### src/rtl/ps2_mouse_init_sequencer_pkg.sv
// Shared PS/2 mouse protocol constants, sequencer state type and error codes.
package ps2_cmd_pkg;

    // Host-to-mouse command bytes
    localparam logic [7:0] CMD_RESET    = 8'hFF;
    localparam logic [7:0] CMD_SET_RATE = 8'hF3;
    localparam logic [7:0] CMD_ENABLE   = 8'hF4;

    // Mouse-to-host reply bytes
    localparam logic [7:0] RSP_ACK      = 8'hFA;
    localparam logic [7:0] RSP_RESEND   = 8'hFE;
    localparam logic [7:0] RSP_ERROR    = 8'hFC;
    localparam logic [7:0] RSP_BAT_OK   = 8'hAA;
    localparam logic [7:0] MOUSE_ID     = 8'h00;

    // Index of the last entry in the init step table
    localparam logic [1:0] LAST_STEP    = 2'd3;

    typedef enum logic [2:0] {
        ST_IDLE,
        ST_SEND,
        ST_WAIT_ACK,
        ST_WAIT_BAT,
        ST_DONE,
        ST_FAIL
    } seq_state_t;

    typedef enum logic [2:0] {
        ERR_NONE    = 3'd0,
        ERR_TIMEOUT = 3'd1,
        ERR_REPLY   = 3'd2,
        ERR_BAT     = 3'd3
    } err_code_t;

endpackage

### src/rtl/ps2_mouse_init_sequencer_reply_timer.sv
// Loadable down-counter used to bound every wait for a mouse reply.
// The count parks at zero; o_expired stays high until the next load.
module ps2_reply_timer #(
    parameter int WIDTH = 25
) (
    input  logic             i_clk,
    input  logic             i_rst,
    input  logic             i_load,
    input  logic [WIDTH-1:0] i_load_value,
    input  logic             i_enable,
    output logic             o_expired
);

    logic [WIDTH-1:0] r_count;

    // Load has priority; otherwise count down while enabled and not yet at zero
    always_ff @(posedge i_clk or posedge i_rst) begin
        if (i_rst) begin
            r_count <= '0;
        end else if (i_load) begin
            r_count <= i_load_value;
        end else if (i_enable && (r_count != '0)) begin
            r_count <= r_count - 1'b1;
        end
    end

    assign o_expired = (r_count == '0);

endmodule

### src/rtl/ps2_mouse_init_sequencer.sv
// Host-side PS/2 mouse bring-up: sends FF, F3, rate, F4, checks each reply,
// retries the whole sequence on faults and re-runs it on hot-plug (AA 00).
module ps2_mouse_init_sequencer
    import ps2_cmd_pkg::*;
#(
    parameter int         ACK_TIMEOUT = 2_500_000,
    parameter int         BAT_TIMEOUT = 25_000_000,
    parameter int         MAX_RETRIES = 3,
    parameter logic [7:0] SAMPLE_RATE = 8'd100
) (
    input  logic       i_clock_50,
    input  logic       i_reset,
    input  logic       i_start,
    output logic [7:0] o_tx_byte,
    output logic       o_tx_valid,
    input  logic       i_tx_ready,
    input  logic [7:0] i_rx_byte,
    input  logic       i_rx_valid,
    output logic       o_busy,
    output logic       o_ready,
    output logic       o_error,
    output logic [2:0] o_err_code,
    output logic [2:0] o_attempts
);

    localparam int TW = $clog2(BAT_TIMEOUT + 1);

    seq_state_t r_state, w_state_next;
    logic [1:0] r_idx, w_idx_next;
    logic [2:0] r_attempts, w_attempts_next;
    logic [2:0] r_err_code, w_err_code_next;
    logic       r_bat_seen, w_bat_seen_next;
    logic       r_hp_seen, w_hp_seen_next;
    logic       r_tx_valid;
    logic [7:0] r_tx_byte;
    logic       r_busy, r_ready, r_error;

    logic          w_timer_load;
    logic [TW-1:0] w_timer_value;
    logic          w_timer_en;
    logic          w_expired;
    logic          w_restart;
    logic          w_fault;
    err_code_t     w_fault_code;

    // Step table ROM: command byte issued at each index
    function automatic logic [7:0] step_cmd(input logic [1:0] idx);
        case (idx)
            2'd0:    step_cmd = CMD_RESET;
            2'd1:    step_cmd = CMD_SET_RATE;
            2'd2:    step_cmd = SAMPLE_RATE;
            default: step_cmd = CMD_ENABLE;
        endcase
    endfunction

    assign w_timer_en = (r_state == ST_WAIT_ACK) || (r_state == ST_WAIT_BAT);

    ps2_reply_timer #(
        .WIDTH(TW)
    ) u_timer (
        .i_clk       (i_clock_50),
        .i_rst       (i_reset),
        .i_load      (w_timer_load),
        .i_load_value(w_timer_value),
        .i_enable    (w_timer_en),
        .o_expired   (w_expired)
    );

    // State and sequencing registers
    always_ff @(posedge i_clock_50 or posedge i_reset) begin
        if (i_reset) begin
            r_state    <= ST_IDLE;
            r_idx      <= 2'd0;
            r_attempts <= 3'd0;
            r_err_code <= ERR_NONE;
            r_bat_seen <= 1'b0;
            r_hp_seen  <= 1'b0;
        end else begin
            r_state    <= w_state_next;
            r_idx      <= w_idx_next;
            r_attempts <= w_attempts_next;
            r_err_code <= w_err_code_next;
            r_bat_seen <= w_bat_seen_next;
            r_hp_seen  <= w_hp_seen_next;
        end
    end

    // Next-state logic: reply checking, timeouts, retries and restarts
    always_comb begin
        w_state_next    = r_state;
        w_idx_next      = r_idx;
        w_attempts_next = r_attempts;
        w_err_code_next = r_err_code;
        w_bat_seen_next = r_bat_seen;
        w_hp_seen_next  = r_hp_seen;
        w_timer_load    = 1'b0;
        w_timer_value   = TW'(ACK_TIMEOUT);
        w_restart       = 1'b0;
        w_fault         = 1'b0;
        w_fault_code    = ERR_NONE;

        case (r_state)
            ST_IDLE, ST_FAIL: begin
                if (i_start) begin
                    w_restart = 1'b1;
                end
            end
            ST_SEND: begin
                if (r_tx_valid && i_tx_ready) begin
                    w_state_next = ST_WAIT_ACK;
                    w_timer_load = 1'b1;
                end
            end
            ST_WAIT_ACK: begin
                // A reply arriving on the expiry cycle wins over the timeout
                if (i_rx_valid) begin
                    if (i_rx_byte == RSP_ACK) begin
                        if (r_idx == 2'd0) begin
                            w_state_next    = ST_WAIT_BAT;
                            w_bat_seen_next = 1'b0;
                            w_timer_load    = 1'b1;
                            w_timer_value   = TW'(BAT_TIMEOUT);
                        end else if (r_idx == LAST_STEP) begin
                            w_state_next   = ST_DONE;
                            w_hp_seen_next = 1'b0;
                        end else begin
                            w_idx_next   = r_idx + 2'd1;
                            w_state_next = ST_SEND;
                        end
                    end else if (i_rx_byte == RSP_RESEND) begin
                        w_state_next = ST_SEND;
                    end else begin
                        w_fault      = 1'b1;
                        w_fault_code = ERR_REPLY;
                    end
                end else if (w_expired) begin
                    w_fault      = 1'b1;
                    w_fault_code = ERR_TIMEOUT;
                end
            end
            ST_WAIT_BAT: begin
                if (i_rx_valid) begin
                    if (!r_bat_seen && (i_rx_byte == RSP_BAT_OK)) begin
                        w_bat_seen_next = 1'b1;
                    end else if (r_bat_seen && (i_rx_byte == MOUSE_ID)) begin
                        w_idx_next   = 2'd1;
                        w_state_next = ST_SEND;
                    end else if (i_rx_byte == RSP_ERROR) begin
                        w_fault      = 1'b1;
                        w_fault_code = ERR_BAT;
                    end else begin
                        w_fault      = 1'b1;
                        w_fault_code = ERR_REPLY;
                    end
                end else if (w_expired) begin
                    w_fault      = 1'b1;
                    w_fault_code = ERR_TIMEOUT;
                end
            end
            ST_DONE: begin
                if (i_start) begin
                    w_restart = 1'b1;
                end else if (i_rx_valid) begin
                    // Hot-plug is a BAT pair: AA immediately followed by 00
                    if (r_hp_seen && (i_rx_byte == MOUSE_ID)) begin
                        w_state_next    = ST_SEND;
                        w_idx_next      = 2'd0;
                        w_attempts_next = 3'd1;
                    end
                    w_hp_seen_next = (i_rx_byte == RSP_BAT_OK);
                end
            end
            default: begin
                w_state_next = ST_IDLE;
            end
        endcase

        if (w_restart) begin
            w_state_next    = ST_SEND;
            w_idx_next      = 2'd0;
            w_attempts_next = 3'd1;
            w_err_code_next = ERR_NONE;
        end

        // A fault restarts the whole sequence from FF until attempts run out
        if (w_fault) begin
            w_err_code_next = w_fault_code;
            if (r_attempts < 3'(MAX_RETRIES)) begin
                w_attempts_next = r_attempts + 3'd1;
                w_idx_next      = 2'd0;
                w_state_next    = ST_SEND;
            end else begin
                w_state_next = ST_FAIL;
            end
        end
    end

    // Registered outputs decoded from the upcoming state
    always_ff @(posedge i_clock_50 or posedge i_reset) begin
        if (i_reset) begin
            r_tx_valid <= 1'b0;
            r_tx_byte  <= 8'h00;
            r_busy     <= 1'b0;
            r_ready    <= 1'b0;
            r_error    <= 1'b0;
        end else begin
            r_tx_valid <= (w_state_next == ST_SEND);
            if (w_state_next == ST_SEND) begin
                r_tx_byte <= step_cmd(w_idx_next);
            end
            r_busy  <= (w_state_next == ST_SEND) || (w_state_next == ST_WAIT_ACK) ||
                       (w_state_next == ST_WAIT_BAT);
            r_ready <= (w_state_next == ST_DONE);
            r_error <= (w_state_next == ST_FAIL);
        end
    end

    assign o_tx_valid = r_tx_valid;
    assign o_tx_byte  = r_tx_byte;
    assign o_busy     = r_busy;
    assign o_ready    = r_ready;
    assign o_error    = r_error;
    assign o_err_code = r_err_code;
    assign o_attempts = r_attempts;

endmodule

### config.mk
export PLATFORM = sky130hd
export DESIGN_NAME = ps2_mouse_init_sequencer
export DESIGN_NICKNAME = d
export VERILOG_FILES = /design/src/rtl/ps2_mouse_init_sequencer_pkg.sv /design/src/rtl/ps2_mouse_init_sequencer_reply_timer.sv /design/src/rtl/ps2_mouse_init_sequencer.sv
export SDC_FILE = /design/constraint.sdc
export NUM_CORES = 1
export LEC_CHECK = 0
export ABC_AREA = 1
export CORE_MARGIN = 5
export CORE_UTILIZATION = 45
export CTS_BUF_LIST = sky130_fd_sc_hd__clkbuf_16
export CTS_CLUSTER_DIAMETER = 60
export DETAILED_ROUTE_END_ITERATION = 12
export GPL_TIMING_DRIVEN = 0
export PLACE_DENSITY_LB_ADDON = 0.08
export SETUP_SLACK_MARGIN = 0.02
export SYNTH_ARGS = -nofsm -noshare
export SYNTH_HDL_FRONTEND = slang
export SYNTH_HIERARCHICAL = 1
export SYNTH_SLANG_ARGS = --single-unit
### constraint.sdc
create_clock -name i_clock_50 -period 2.7 [get_ports i_clock_50]
set_input_delay 0.675 -clock i_clock_50 [delete_from_list [all_inputs] [get_ports i_clock_50]]
set_output_delay 0.675 -clock i_clock_50 [all_outputs]
set_load 0.05 [all_outputs]
**Word level (Yosys, flattened, before mapping)**

Index checks and enable logic that the tools add are counted.

- Add/subtract/negate cells: 3
- Magnitude comparators: 1
- Equality and inequality tests: 26
- Multiplexer cells: 83
- Reduce and logical (&&, ||, !) cells: 23

Operators with widths:

| cell | count |
|---|---|
| 25-bit two-way mux | 6 |
| 3-bit two-way mux | 26 |
| 2-bit two-way mux | 17 |
| 8-bit equality test, second input constant | 4 |
| 1-bit two-way mux | 26 |
| 25-bit logical NOT | 1 |
| 25-bit nonzero test | 1 |
| 25-bit by 1-bit subtractor with 25-bit output, second input constant | 1 |
| 8-bit case mux with 3 select lines | 1 |
| 3-bit case mux with 5 select lines | 1 |
| 3-bit by 2-bit equality test with 1-bit output, second input constant | 4 |
| 3-bit equality test, second input constant | 4 |
| 2-bit != test, second input constant | 5 |
| 8-bit logical NOT | 1 |
| 2-bit by 1-bit != test with 1-bit output, second input constant | 4 |
| 1-bit case mux with 2 select lines | 4 |
| 2-bit nonzero test | 4 |
| 7-bit AND reduction | 1 |
| 3-bit by 1-bit equality test with 1-bit output, second input constant | 2 |
| 2-bit case mux with 3 select lines | 1 |
| 3-bit case mux with 2 select lines | 1 |
| 6-bit AND reduction | 1 |
| 1-bit logical AND | 5 |
| 2-bit equality test, second input constant | 2 |
| other kinds (10) | 13 |

- Register bits: 50
- Input bits: 13
- Output and inout bits: 18
- Word-level logic and storage cells: 148

**Logic depth before layout (Yosys ltp)**

Gate-level depths: netlist of the first run.

- Depth in word-level cells: 11
- Depth in mapped cells: 16
- Mapped depth without buffers: 16

**Cells and area by module**

The synthesis of the first run kept the hierarchy.

Modules (own cells, without submodules):

| module | instances | cells each | area an instance (µm²) | seq. area each (µm²) |
|---|---|---|---|---|
| ps2_reply_timer | 1 | 314 | 1998.2 | 625.6 |
| ps2_mouse_init_sequencer | 1 | 209 | 1460.2 | 525.5 |

**Worst setup path before layout of the first run**

No wires, ideal clock.

- Kind: in2reg
- Start: in i_rx_byte[7]
- End: reg u_timer.r_count[2]
- Setup time: 0.117 ns
- Arrival time: 2.011 ns
- Required time: 2.583 ns
- Slack: 0.572 ns
- Stages on the path: 11
- Path buffers: 2
- Cell sequence: nand2_1 inv_1 nand2_1 nor2_1 nand3_2 nand2_1 buf_2 clkbuf_1 o21ai_0 nand2_1 nand2_1

- Word-level cells in the longest chain between the ends: 5
- Elaborated cells on any way between the ends: 9
- Classes of those cells: eq/ne (1); mux (7); reduce/logical (1)

RTL lines:

| what | RTL line | source |
|---|---|---|
| start: declaration | ps2_mouse_init_sequencer.sv:17 | `input logic [7:0] i_rx_byte,` |
| 8-bit equality test * | ps2_mouse_init_sequencer.sv:117 | `if (i_rx_byte == RSP_ACK) begin` |
| 1-bit two-way mux * | ps2_mouse_init_sequencer.sv:117 |  |
| 1-bit two-way mux * | ps2_mouse_init_sequencer.sv:116 | `if (i_rx_valid) begin` |
| 1-bit case mux with 2 select lines * | ps2_mouse_init_sequencer.sv:102 | `case (r_state)` |
| named net w_timer_load | ps2_mouse_init_sequencer.sv:38 | `logic w_timer_load;` |
| 25-bit two-way mux / 2-bit nonzero test (equally long branches) | - |  |
| end signal: assignment | ps2_mouse_init_sequencer_reply_timer.sv:21 | `r_count <= i_load_value;` |
| end signal: assignment | ps2_mouse_init_sequencer_reply_timer.sv:23 | `r_count <= r_count - 1'b1;` |
| end: declaration | ps2_mouse_init_sequencer_reply_timer.sv:14 | `logic [WIDTH-1:0] r_count;` |

The timed path passes the listed nets; every way through them passes the cells marked *.
A chain may end at the register's enable or synchronous reset.

**Final worst setup path of the first run**

- Start: in i_rx_byte[3]
- End: reg u_timer.r_count[5]

Same word-level chain as after synthesis.

==> impl_metrics.json, run 1 <==
{
  "grt_use_total": 0.185,
  "avgSynthCellArea_um2": 6.61,
  "dpl.hpwl_mm": 6.54,
  "ys_async_sr_fraction": 1.00,
  "viasPerCell": 4.94,
  "grt_overflow_total": 0,
  "slew_headroom": 0.299,
  "fin_util": 0.538,
  "yosysTopAreaCellShare": 0.333,
  "drv_cap": 0,
  "synth_top_area_cell": "dfrtp_1",
  "root_buffer": "clkbuf_16",
  "hold_class": "reg2reg",
  "finalCritPeriodShare": 0.910,
  "powerDensity_nw_per_um2": 1230,
  "finalCriticalPeriod_ps": 2460,
  "synthCells": 523,
  "vias": 3314,
  "start_util": 0.455,
  "synth_cell_types": 37,
  "dp_slack_ps": -512,
  "netlist_top_cells_count": "nand2_1, nand3_1, inv_1, nor2_1, dfrtp_1",
  "critical_path_class": "in2reg",
  "status": "completed",
  "worstPathRequired_ps": 2890,
  "core_area_um2": 7610,
  "drt-wirelength-per-cell_um": 12.7,
  "peakVddDrop_v": 0.000570,
  "die_h_um": 97.7,
  "final_antenna_net_count": 0,
  "die_area_um2": 9540,
  "areaGrowthSynthToFinish_pct": 18.3,
  "drv_slew": 0,
  "ys_ff_latch": 46,
  "max_freq_ghz": 0.407,
  "synthFlopType": "dfrtp_1",
  "postCtsHoldBufs": 0,
  "finClkSkew_ps": 9.14,
  "ios": 31,
  "ys_top_cells_by_area": "dfrtp_1, nand2_1, nand3_1",
  "h-tree-depth": 2,
  "reg2reg_setup_slack_ps": 530,
  "timing_hold_violations_final": 0,
  "antenna_found_initial": 0,
  "power.leakage_nw": 2.10,
  "drc": 0,
  "yosysSeqAreaShare": 0.333,
  "path_clk_slew_ps": 70,
  "yosysWarnings": 6,
  "fin_ws_ps": 244,
  "grt_max_degree": 26,
  "gp_congestion": 0.899,
  "cts_buffers": 5,
  "fill_cells": 774,
  "synth_edf_count": 0,
  "rows": 32,
  "fin_nets": 584,
  "grt_pass1_wl_mm": 14.8,
  "crit_path_end_kind": "register",
  "syn_area_um2": 3460,
  "n_antenna_cell": 0,
  "cts_tree": "built",
  "yosysMostFrequentCell": "nand2_1",
  "crit_arrival_ps": 2640,
  "worstMarginPinSlew_ps": 1050,
  "drive_above_1_share": 0.137,
  "wirelength_mm": 8.55,
  "cts_buffer_depth": 2,
  "rsz0062_at_grt": "no",
  "clock-sinks": 46,
  "first_pass_iters": 5,
  "portBuffers": 28,
  "die_w_um": 97.7,
  "grt_pass1_vias": 3318,
  "cp_max_fo": 10,
  "setup_viol": 0,
  "first_iter_violations": 128,
  "worstSetupStartpointType": "primary input",
  "clk_latency_ps": 290
}
metrics by stage:
stage	hold WS, ps	power (mW)	instance area, um^2	std cells	TNS (ps)
floorplan	452	3.57	3500	533	0
global placement	468	4.26	3900	663	-7530
detailed placement	470	4.31	3900	663	-8010
CTS	488	5.05	4090	671	0
global route	533	5.48	4090	671	0
finish	484	5.04	4090	671	0
flip-flops by register name (all words and copies together), names as in the netlist:
| name | flops |
|---|---|
| o_attempts | 3 |
| r_bat_seen | 1 |
| o_error | 1 |
| r_state | 3 |
| o_ready | 1 |
| r_hp_seen | 1 |
| o_busy | 1 |
| u_timer/r_count | 25 |
| o_tx_byte | 5 |
| o_err_code | 2 |
| o_tx_valid | 1 |
| r_idx | 2 |
logic make-up after synthesis:
group           after synthesis  share of synthesized area
xor+xnor                      5                     0.0127
flops                        46                      0.333
fa+ha+maj                     3                     0.0109
other cells                   2                    0.00217
compound gates               37                     0.0800
simple gates                349                      0.460
buf+inv                      81                      0.102
worst paths after layout:
check / cells after the start / start / endpoint
worst min register to register: 2 / u_timer/r_count[0] / u_timer/r_count[0]
max in group asynchronous: 2 / i_reset / u_timer/r_count[20]
worst min-delay path: 2 / u_timer/r_count[0] / u_timer/r_count[0]
worst max register to register: 14 / u_timer/r_count[10] / o_tx_byte[4]
worst max-delay path: 12 / i_rx_byte[3] / u_timer/r_count[5]
min in group asynchronous: 2 / i_reset / r_state[2]
layout make-up:
type,instances,area (um^2),area share
clock buffer,5,125,0.0306
tap,102,128,0.0312
clock inverter,3,43.8,0.0107
timing repair buffer,28,280,0.0685
multi-input combinational,406,2010,0.490
inverter,68,259,0.0633
buffer,13,98.8,0.0242
sequential,46,1150,0.281
timing repair:
item | 4_1_cts | 5_1_grt
setup endpoints to repair | 17 | 17
gates resized for setup | 4 | 7
buffers inserted | 0 | 0
critical path, cell delays in order:
cell	delay [ps]
clkdlybuf4s50_1	520
inv_1	70
nor2_1	80
nand2_1	70
nor2_2	180
nand3_4	190
nand2_2	140
clkbuf_4	230
buf_2	250
o21ai_0	120
nand2_1	70
nand2_1	40
metal layers:
| metal | GRT usage | wire length (um) | vias up | share of wire |
|---|---|---|---|---|
| met2 | 0.351 | 4480 | 71 | 0.52 |
| li1 | - | - | 1712 | - |
| met4 | 0.0469 | 131 | 0 | 0.015 |
| met3 | 0.0273 | 352 | 15 | 0.041 |
| met5 | 0 | 0 | - | 0 |
| met1 | 0.215 | 3590 | 1516 | 0.42 |
cells in the final DEF, fill, tap and decap left out, types with 2 or more instances in the layout:
cell,n
o21ai_2,10
inv_1,60
xnor2_1,2
a21oi_1,6
conb_1,12
clkinv_2,2
dfrtp_1,46
a21oi_4,2
o2111ai_1,2
buf_2,4
nand3_1,64
nor2_1,59
nand4_1,9
buf_6,3
ha_1,3
clkdlybuf4s50_1,28
nor2_4,6
clkbuf_16,5
nor2_2,11
o21ai_0,9
nand2_2,5
o21ai_1,3
xor2_1,3
nand2_1,181
nand2_4,6
inv_2,6
nand3_4,2
buf_4,5
or2_2,3
power breakdown:
group / leakage [nW] / internal (mW) / switching, mW
clock: 0.0842 / 0.439 / 0.286
sequential: 0.583 / 0.954 / 0.264
combinational: 1.44 / 1.02 / 2.07
No activity file was read; power rests on OpenSTA's default activity.
==> run 2, diff against run 1 <==
==> constraint.sdc (replaced) <==
create_clock -name i_clock_50 -period 2 [get_ports i_clock_50]
set_input_delay 0.5 -clock i_clock_50 [delete_from_list [all_inputs] [get_ports i_clock_50]]
set_output_delay 0.5 -clock i_clock_50 [all_outputs]
set_load 0.05 [all_outputs]
==> run 2 against run 1 <==
  * Clock power increased by 35%
  * Clock skew increased by 0.69 ps
  * Final area increased by 12%
  * Count of clock-buffer cells in the layout unchanged
  * Sequential power increased by 39%
  * Cell count increased by 4.6%
  * First-iteration DRC count increased by 20%
  * Wire length increased by 9.2%
  * Die area unchanged
  * Register-to-register slack got worse by 450 ps
  * Worst setup slack got worse by 170 ps
  * Critical path depth increased by 2
  * Largest power group unchanged
==> impl_metrics.json, run 2 (same netlist as run 1, synthesis figures left out) <==
{
  "status": "completed",
  "cpPeakStageDelay_ps": 450,
  "drt-wirelength-per-cell_um": 13.3,
  "worstPathRequired_ps": 2180,
  "worst-path-stages": 14,
  "ff2ff_path_depth": 14,
  "crit_arrival_ps": 2100,
  "top_register": "u_timer/r_count",
  "setup_viol": 0,
  "seqCellArea_um2": 1160,
  "power.leakage_nw": 2.34,
  "finalCriticalPeriod_ps": 1920,
  "powerDensity_nw_per_um2": 1660,
  "critPathMostFrequentCell": "nor2_4",
  "die_area_um2": 9540,
  "tns_ps": 0,
  "postCtsHoldBufs": 0,
  "n_antenna_cell": 0,
  "peakVddDrop_v": 0.000823,
  "viasPerCell": 4.97,
  "cts_buffer_depth": 2,
  "cp_slowest_cell": "dfrtp_2",
  "multi_input_area_um2": 2220,
  "first_pass_iters": 4,
  "layout_common_cells": "nand2_1, nand3_1, inv_1, nor2_1, dfrtp_1",
  "cts_buffers": 5,
  "drive_above_1_share": 0.260,
  "cts_tree": "built",
  "root_buffer": "clkbuf_16",
  "final_area_um2": 4590,
  "h-tree-depth": 2,
  "finalPower_mw": 7.60,
  "start_util": 0.455,
  "clk_latency_ps": 290,
  "die_h_um": 97.7,
  "place_inst": 663,
  "cp_cell_sequence": "nor2_4 -> nand2_4 -> nor2_4 -> nand3_4 -> inv_4 -> nand2_1 -> nor2_2 -> a21oi_4 -> nand2_4 -> nor2_4 -> nor2_4 -> nand2_4 -> nand2_2 -> nand2_2",
  "min_from": "o_tx_byte[2]",
  "drc": 0,
  "worstHoldPathCells": 2,
  "portBuffers": 28,
  "timing_hold_violations_final": 0,
  "grt_max_degree": 26,
  "fin_ws_ps": 78.2,
  "fin_nets": 615,
  "die_w_um": 97.7,
  "critical_path_class": "reg2reg",
  "drv_slew": 0,
  "dpl_cell_area_um2": 3900,
  "grt_pass1_vias": 3487,
  "areaGrowthSynthToFinish_pct": 32.8,
  "first_iter_violations": 153,
  "reg2reg_setup_slack_ps": 80,
  "clock-sinks": 46,
  "largest_reg_flops": 25,
  "rows": 32,
  "grt_pass1_wl_mm": 15.5,
  "grt_overflow_total": 0,
  "crit_buf_inv": 1,
  "fin_cells": 702,
  "rsz0062_at_grt": "yes",
  "grt_use_total": 0.195,
  "fill_cells": 725,
  "worstSetupStartpointType": "register",
  "hold_class": "reg2reg",
  "ios": 31,
  "worstReg2RegEnd": "o_tx_byte[2]",
  "vias": 3491,
  "hold_slack_ps": 483,
  "worstMarginPinSlew_ps": 1050,
  "core_area_um2": 7610,
  "fin_util": 0.604,
  "critical-path-top-delay-family": "simple AND/OR/NAND/NOR gates",
  "finalCritPeriodShare": 0.961,
  "finClkSkew_ps": 9.83,
  "final_common_cell": "nand2_1",
  "antenna_found_initial": 0,
  "final_antenna_net_count": 0,
  "max_freq_ghz": 0.520,
  "wirelength_mm": 9.34,
  "dp_slack_ps": -1040,
  "reg2reg_from": "u_timer/r_count[10]",
  "worstHoldEndpoint": "o_tx_byte[2]",
  "slew_headroom": 0.297,
  "gp_congestion": 0.899,
  "dpl.hpwl_mm": 6.54,
  "crit_path_end_kind": "register",
  "cp_max_fo": 5,
  "path_clk_slew_ps": 70,
  "drv_cap": 0
}
[run 2: cell type report]
type | count | share of cell area
Inverter | 68 | 0.0586
Clock inverter | 3 | 0.00953
Clock buffer | 5 | 0.0272
Tap cell | 102 | 0.0278
Buffer | 13 | 0.0278
Multi-Input combinational cell | 406 | 0.483
Timing Repair Buffer | 59 | 0.113
Sequential cell | 46 | 0.253
[run 2: layer usage]
metal	vias to the layer above	global-route usage	part of all wire
met1	1646	0.220	0.42
met5	-	0	0
met2	61	0.370	0.54
li1	1770	-	-
met4	0	0.0671	0.015
met3	14	0.0294	0.028
[run 2: how the worst max path moves through the flow]
stage | slack, ps | endpoint | from
finish | 80 | o_tx_byte[2] | u_timer/r_count[10]
global route | -30 | o_tx_byte[2] | u_timer/r_count[1]
CTS | 9 | u_timer/r_count[9] | i_rx_byte[7]
detailed placement | -1040 | u_timer/r_count[5] | i_rx_byte[3]
global placement | -1030 | u_timer/r_count[5] | i_rx_byte[3]
floorplan | 50 | u_timer/r_count[2] | i_rx_byte[7]
[run 2: worst register-to-register path, stage by stage (launching register included)]
cell and delay (ps):
dfrtp_2 450, nor2_4 150, nand2_4 80, nor2_4 160, nand3_4 110, inv_4 90, nand2_1 60, nor2_2 140
a21oi_4 70, nand2_4 130, nor2_4 70, nor2_4 110, nand2_4 90, nand2_2 80, nand2_2 40
[run 2: what timing repair did]
item                       4_1_cts  5_1_grt
setup endpoints to repair       46       36
gates resized for setup         67       43
setup buffers                   14       16
pin swaps                       12       24
cloned                           1        0
[run 2: where the power goes]
| part | switching (mW) | total [mW] | internal, mW |
|---|---|---|---|
| Combinational | 3.12 | 4.93 | 1.81 |
| Clock | 0.384 | 0.976 | 0.593 |
| Sequential | 0.390 | 1.69 | 1.30 |
| Total | 3.89 | 7.60 | 3.71 |
==> run 3, diff against run 2 <==
--- a/config.mk
+++ b/config.mk
@@ -12,7 +12,7 @@
 export CTS_CLUSTER_DIAMETER = 60
 export DETAILED_ROUTE_END_ITERATION = 12
 export GPL_TIMING_DRIVEN = 0
-export PLACE_DENSITY_LB_ADDON = 0.08
+export PLACE_DENSITY = 0.67
 export SETUP_SLACK_MARGIN = 0.02
 export SYNTH_ARGS = -nofsm -noshare
 export SYNTH_HDL_FRONTEND = slang
==> run 3 against run 2 <==
  * Via count rose by 4.2%
  * Count of clock-buffer cells in the layout unchanged
  * Worst hold slack better by 1.9 ps
  * Cell count increased by 1.6%
  * Clock skew about the same
  * Sequential power about the same
  * Wire length is 2.4% higher
  * Core utilization is 1.2 points higher
  * Critical path depth shrank 13
  * Fmax fell by 1.7%
  * Total power increased by 1.6%
  * Non-clock buffer count is 11 higher
  * Critical endpoint is now o_err_code[0]
  * Highest routed layer unchanged
==> impl_metrics.json, run 3 (same netlist as run 1, synthesis figures left out) <==
{
  "worstMarginPinSlew_ps": 1050,
  "max_freq_ghz": 0.512,
  "reg2reg_setup_slack_ps": 60,
  "crit_path_end_kind": "output pin",
  "endpoint": "o_err_code[0]",
  "grtUsageMet1": 0.248,
  "dpl_cell_area_um2": 3900,
  "critical_path_class": "reg2out",
  "cts_buffers": 5,
  "final_antenna_net_count": 0,
  "n_antenna_cell": 0,
  "drv_cap": 0,
  "die_area_um2": 9540,
  "finalCritPeriodShare": 0.977,
  "clk_latency_ps": 290,
  "fill_cells": 680,
  "grt_pass1_wl_mm": 15.8,
  "crit_buf_inv": 1,
  "core_area_um2": 7610,
  "power.leakage_nw": 2.41,
  "cp_cell_sequence": "clkdlybuf4s50_1",
  "multi_input_area_um2": 2200,
  "seqCellArea_um2": 1160,
  "cp_max_fo": 2,
  "drt-wirelength-per-cell_um": 13.4,
  "finClkSkew_ps": 9.81,
  "path_clk_slew_ps": 60,
  "root_buffer": "clkbuf_16",
  "finalCriticalPeriod_ps": 1950,
  "grt_pass1_vias": 3418,
  "grt_use_met2": 0.353,
  "clock-sinks": 46,
  "timing_hold_violations_final": 0,
  "largest_reg_flops": 25,
  "cts_tree": "built",
  "ios": 31,
  "first_iter_violations": 176,
  "slew_headroom": 0.299,
  "status": "completed",
  "grt_use_total": 0.197,
  "dp_slack_ps": -1150,
  "fin_ws_ps": 45.4,
  "antenna_found_initial": 0,
  "worst-path-stages": 1,
  "die_h_um": 97.7,
  "first_pass_iters": 5,
  "grt_overflow_total": 0,
  "final_area_um2": 4690,
  "powerDensity_nw_per_um2": 1650,
  "dpl.hpwl_mm": 6.47,
  "final_common_cell": "nand2_1",
  "gr-max-usage-layer": "met2",
  "fin_nets": 626,
  "rows": 32,
  "top_register": "u_timer/r_count",
  "die_w_um": 97.7,
  "setup_viol": 0,
  "peakVddDrop_v": 0.000821,
  "worstSetupStartpointType": "register",
  "critical-path-top-delay-family": "buffers and inverters",
  "drive_above_1_share": 0.272,
  "hold_class": "reg2reg",
  "drv_slew": 0,
  "viasPerCell": 5.10,
  "drc": 0,
  "vias": 3639,
  "layout_common_cells": "nand2_1, nand3_1, inv_1, nor2_1, buf_4",
  "ff2ff_path_depth": 14,
  "startpoint": "o_err_code[0]",
  "reg2reg_from": "u_timer/r_count[16]",
  "cp_slowest_cell": "clkdlybuf4s50_1",
  "crit_arrival_ps": 1450,
  "grtUsageMet3": 0.0266,
  "grt_max_degree": 26,
  "start_util": 0.455,
  "areaGrowthSynthToFinish_pct": 35.5,
  "cpPeakStageDelay_ps": 810,
  "rsz0062_at_grt": "yes",
  "wirelength_mm": 9.56,
  "h-tree-depth": 2,
  "worstPathRequired_ps": 1500,
  "cts_buffer_depth": 2,
  "gp_congestion": 0.902,
  "portBuffers": 28,
  "worstReg2RegEnd": "o_tx_byte[2]"
}
## run 3: changes by cell type in the layout (fill, tap and decap cells not counted), sizes merged
cell           change
bufinv             -1
dlygate4sd2        -6
clkdlybuf4s15      +2
clkinv             +1
clkbuf             +2
clkdlybuf4s50      +3
dlymetal6s2s       +1
clkinvlp           -1
buf                +9
inv                +1
## run 3: timing repair
item / CTS / global route
setup buffers: 19 / 20
resized for setup: 51 / 56
pin swaps: 15 / 26
gates cloned: 1 / 2
hold buffers: 0 / 0
endpoints found under the setup margin: 46 / 44
## run 3: worst min path at each step
stage,to,start,depth (start not counted),slack [ps]
floorplan,u_timer/r_count[0],u_timer/r_count[0],2,450
global placement,u_timer/r_count[0],u_timer/r_count[0],2,470
detailed placement,o_tx_byte[3],o_tx_byte[3],2,470
CTS,o_tx_byte[3],o_tx_byte[3],2,490
global route,o_tx_byte[3],o_tx_byte[3],2,510
finish,o_tx_byte[3],o_tx_byte[3],2,490
## run 3: cell type report
type / count / area share
inverters: 68 / 0.0566
well taps: 102 / 0.0272
multi-input cells: 406 / 0.470
plain buffers: 13 / 0.0296
clock inverters: 3 / 0.00374
repair buffers: 70 / 0.138
clock buffers: 5 / 0.0267
flip-flops and latches: 46 / 0.248
## run 3: metal layers
metal | wire (um) | part of all wire
met4 | 136 | 0.014
met5 | 0 | 0
met3 | 430 | 0.045
met1 | 3980 | 0.42
met2 | 5010 | 0.52
## run 3: power breakdown
group          internal (mW)  switching, mW  leakage (nW)
combinational           2.05           3.18          1.76
sequential              1.30          0.362         0.572
clock                  0.460          0.371        0.0750
total                   3.82           3.91          2.41
## run 3: stage by stage
stage               hold WS [ps]  utilization  cells  setup TNS [ps]  power (mW)
finish                       485        0.616    713               0        7.72
global placement             468        0.513    663          -28300        5.73
floorplan                    452            -    533               0        4.81
global route                 514        0.616    713            -207        8.33
detailed placement           474        0.513    663          -29750        5.80
CTS                          490        0.567    691               0        7.00
==> variant: new RTL, config.mk and constraints of run 3 <==
Encoding of `seq_state_t`: now one-hot (6 bits for 6 states).
--- a/src/rtl/ps2_mouse_init_sequencer_pkg.sv
+++ b/src/rtl/ps2_mouse_init_sequencer_pkg.sv
@@ -17,11 +17,11 @@
     localparam logic [1:0] LAST_STEP    = 2'd3;
 
-    typedef enum logic [2:0] {
-        ST_IDLE,
-        ST_SEND,
-        ST_WAIT_ACK,
-        ST_WAIT_BAT,
-        ST_DONE,
-        ST_FAIL
+    typedef enum logic [5:0] {
+        ST_IDLE     = 6'b000001,
+        ST_SEND     = 6'b000010,
+        ST_WAIT_ACK = 6'b000100,
+        ST_WAIT_BAT = 6'b001000,
+        ST_DONE     = 6'b010000,
+        ST_FAIL     = 6'b100000
     } seq_state_t;
 
Formal check against the unedited RTL: no difference found for any inputs over 10 cycles, from zero or initial values and one cycle with i_reset high; not proved beyond that.
==> variant against run 3 <==
- count of clock-buffer cells in the layout stayed put
- non-clock buffer count rose by 10
- area after synthesis is 7.2% higher
- worst hold slack better by 0.0022 ns
- routed wire length up 7.6%
- clock power up 9.3%
- design area grew 7.1%
- sequential cell count up 3
- setup slack worse by 0.069 ns
- the run now ends with negative setup slack left
- global-route usage increased by 0.34 points
- total power decreased by 30%
==> variant: results (changes against run 3) <==
status: "finished, violations left"  # was complete, no violations
violations: "negative setup slack"
met3WireLength_um: 442  # was 430 um
port_buffers: 29  # was 28
min_path_cells: 2  # unchanged
final_nets: 670  # was 626
hp-start: "o_tx_byte[3]"  # unchanged
gp_congestion: 0.870  # was 0.902
via_per_inst: 5.06  # was 5.10
vias: 3829  # was 3,639
cts_resized: 67  # was 51
antenna_cells: 0  # unchanged
cp.arrival_ns: 2.26  # was 1.45 ns
setup_viol_count_final: 3  # was 0
crit_start: "u_timer/r_count[8]"  # was o_err_code[0]
drt_iter0_markers: 160  # was 176
final.setup.tns_ns: -0.0491  # was 0 ns
placed_cell_area_mm2: 0.00417  # was 0.00390 mm2
htree_levels: 2  # unchanged
yosysSeqAreaShare_pct: 33.1  # was 33.3%
reg2reg_from: "u_timer/r_count[8]"  # was u_timer/r_count[16]
drive_above_1_share_pct: 30.3  # was 27.2%
holdCritPathClass: "flop to flop"  # unchanged
crit_end: "o_tx_byte[2]"  # was o_err_code[0]
dp_slack_ns: -0.890  # was -1.15 ns
avgSynthCellArea_um2: 6.72  # was 6.61 um2
route.met2.wl_mm: 5.32  # was 5.01 mm
async_reset_ff_share_pct: 100  # unchanged
worst_pin_slew_ns: 1.05  # about the same
cts_buffers: 5  # unchanged
synth_cell_type_count: 36  # was 37
grt_use_met2_pct: 36.7  # was 35.3%
hpwl_mm: 6.88  # was 6.47 mm
leakagePower_nw: 2.55  # was 2.41 nW
max_stage_delay_ns: 0.42  # was 0.81 ns
gr-usage-met1_pct: 24.4  # was 24.8%
cp_slowest_cell: "dfrtp_1"  # was clkdlybuf4s50_1
use_met3_pct: 2.42  # was 2.66%
synthTopCellsByCount: "187 x nand2_1, 68 x inv_1, 57 x nand3_1, 57 x nor2_1, 48 x dfrtp_1"  # was 182 x nand2_1, 64 x nand3_1, 60 x inv_1, 60 x nor2_1, 46 x dfrtp_1
hold_slack_ns: 0.488  # was 0.485 ns
m1WireLength_mm: 4.28  # was 3.98 mm
rr_worst_depth: 15  # was 14
track_usage_pct: 20.0  # was 19.7%
ir_drop_uv: 635  # was 821 uV
synth_top_area_share_pct: 32.4  # was 33.3%
post_drt_wl_per_cell_um: 13.6  # was 13.4 um
fin_skew_ns: 0.00638  # was 0.00981 ns
post_cts_buffers: 23  # was 19
critical-path-top-delay-family: "simple AND/OR/NAND/NOR gates"  # was buffers and inverters
dp.cells: 696  # was 663
grt_pass1_vias: 3562  # was 3,418
synthTopCellsByArea: "dfrtp_1 32%, nand2_1 19%, nand3_1 7.7%"  # was dfrtp_1 33%, nand2_1 20%, nand3_1 9.3%
crit_type: "flop to flop"  # was flop to primary output
cp_max_fo: 4  # was 2
fin_ws_ns: -0.0240  # was 0.0454 ns
grt_pass1_wl_mm: 16.5  # was 15.8 mm
==> variant: where the power goes <==
group	total, mW	switching [mW]	internal (mW)
registers	1.51	0.248	1.26
logic	3.03	1.84	1.19
clock network	0.907	0.427	0.481
==> variant: kinds of logic (layout without fill, tap and decap cells) <==
family | Yosys count | in the layout | share of synthesized area [%]
AND/OR/NAND/NOR | 367 | 367 | 46.8
XOR/XNOR | 5 | 5 | 1.18
other | 2 | 12 | 0.203
flip-flops | 49 | 49 | 33.1
AO/OA/AOI/OAI | 37 | 37 | 6.58
adder cells (fa/ha/maj) | 7 | 7 | 2.36
buffers and inverters | 85 | 174 | 9.75
==> variant: area by class of cell <==
class | count | area [um2]
Fill cell | 697 | 3110
Multi-Input combinational cell | 428 | 2390
Sequential cell | 49 | 1230
Timing Repair Buffer | 81 | 694
Inverter | 73 | 278
Buffer | 12 | 134
Tap cell | 105 | 131
Clock buffer | 5 | 125
Clock inverter | 3 | 28.8
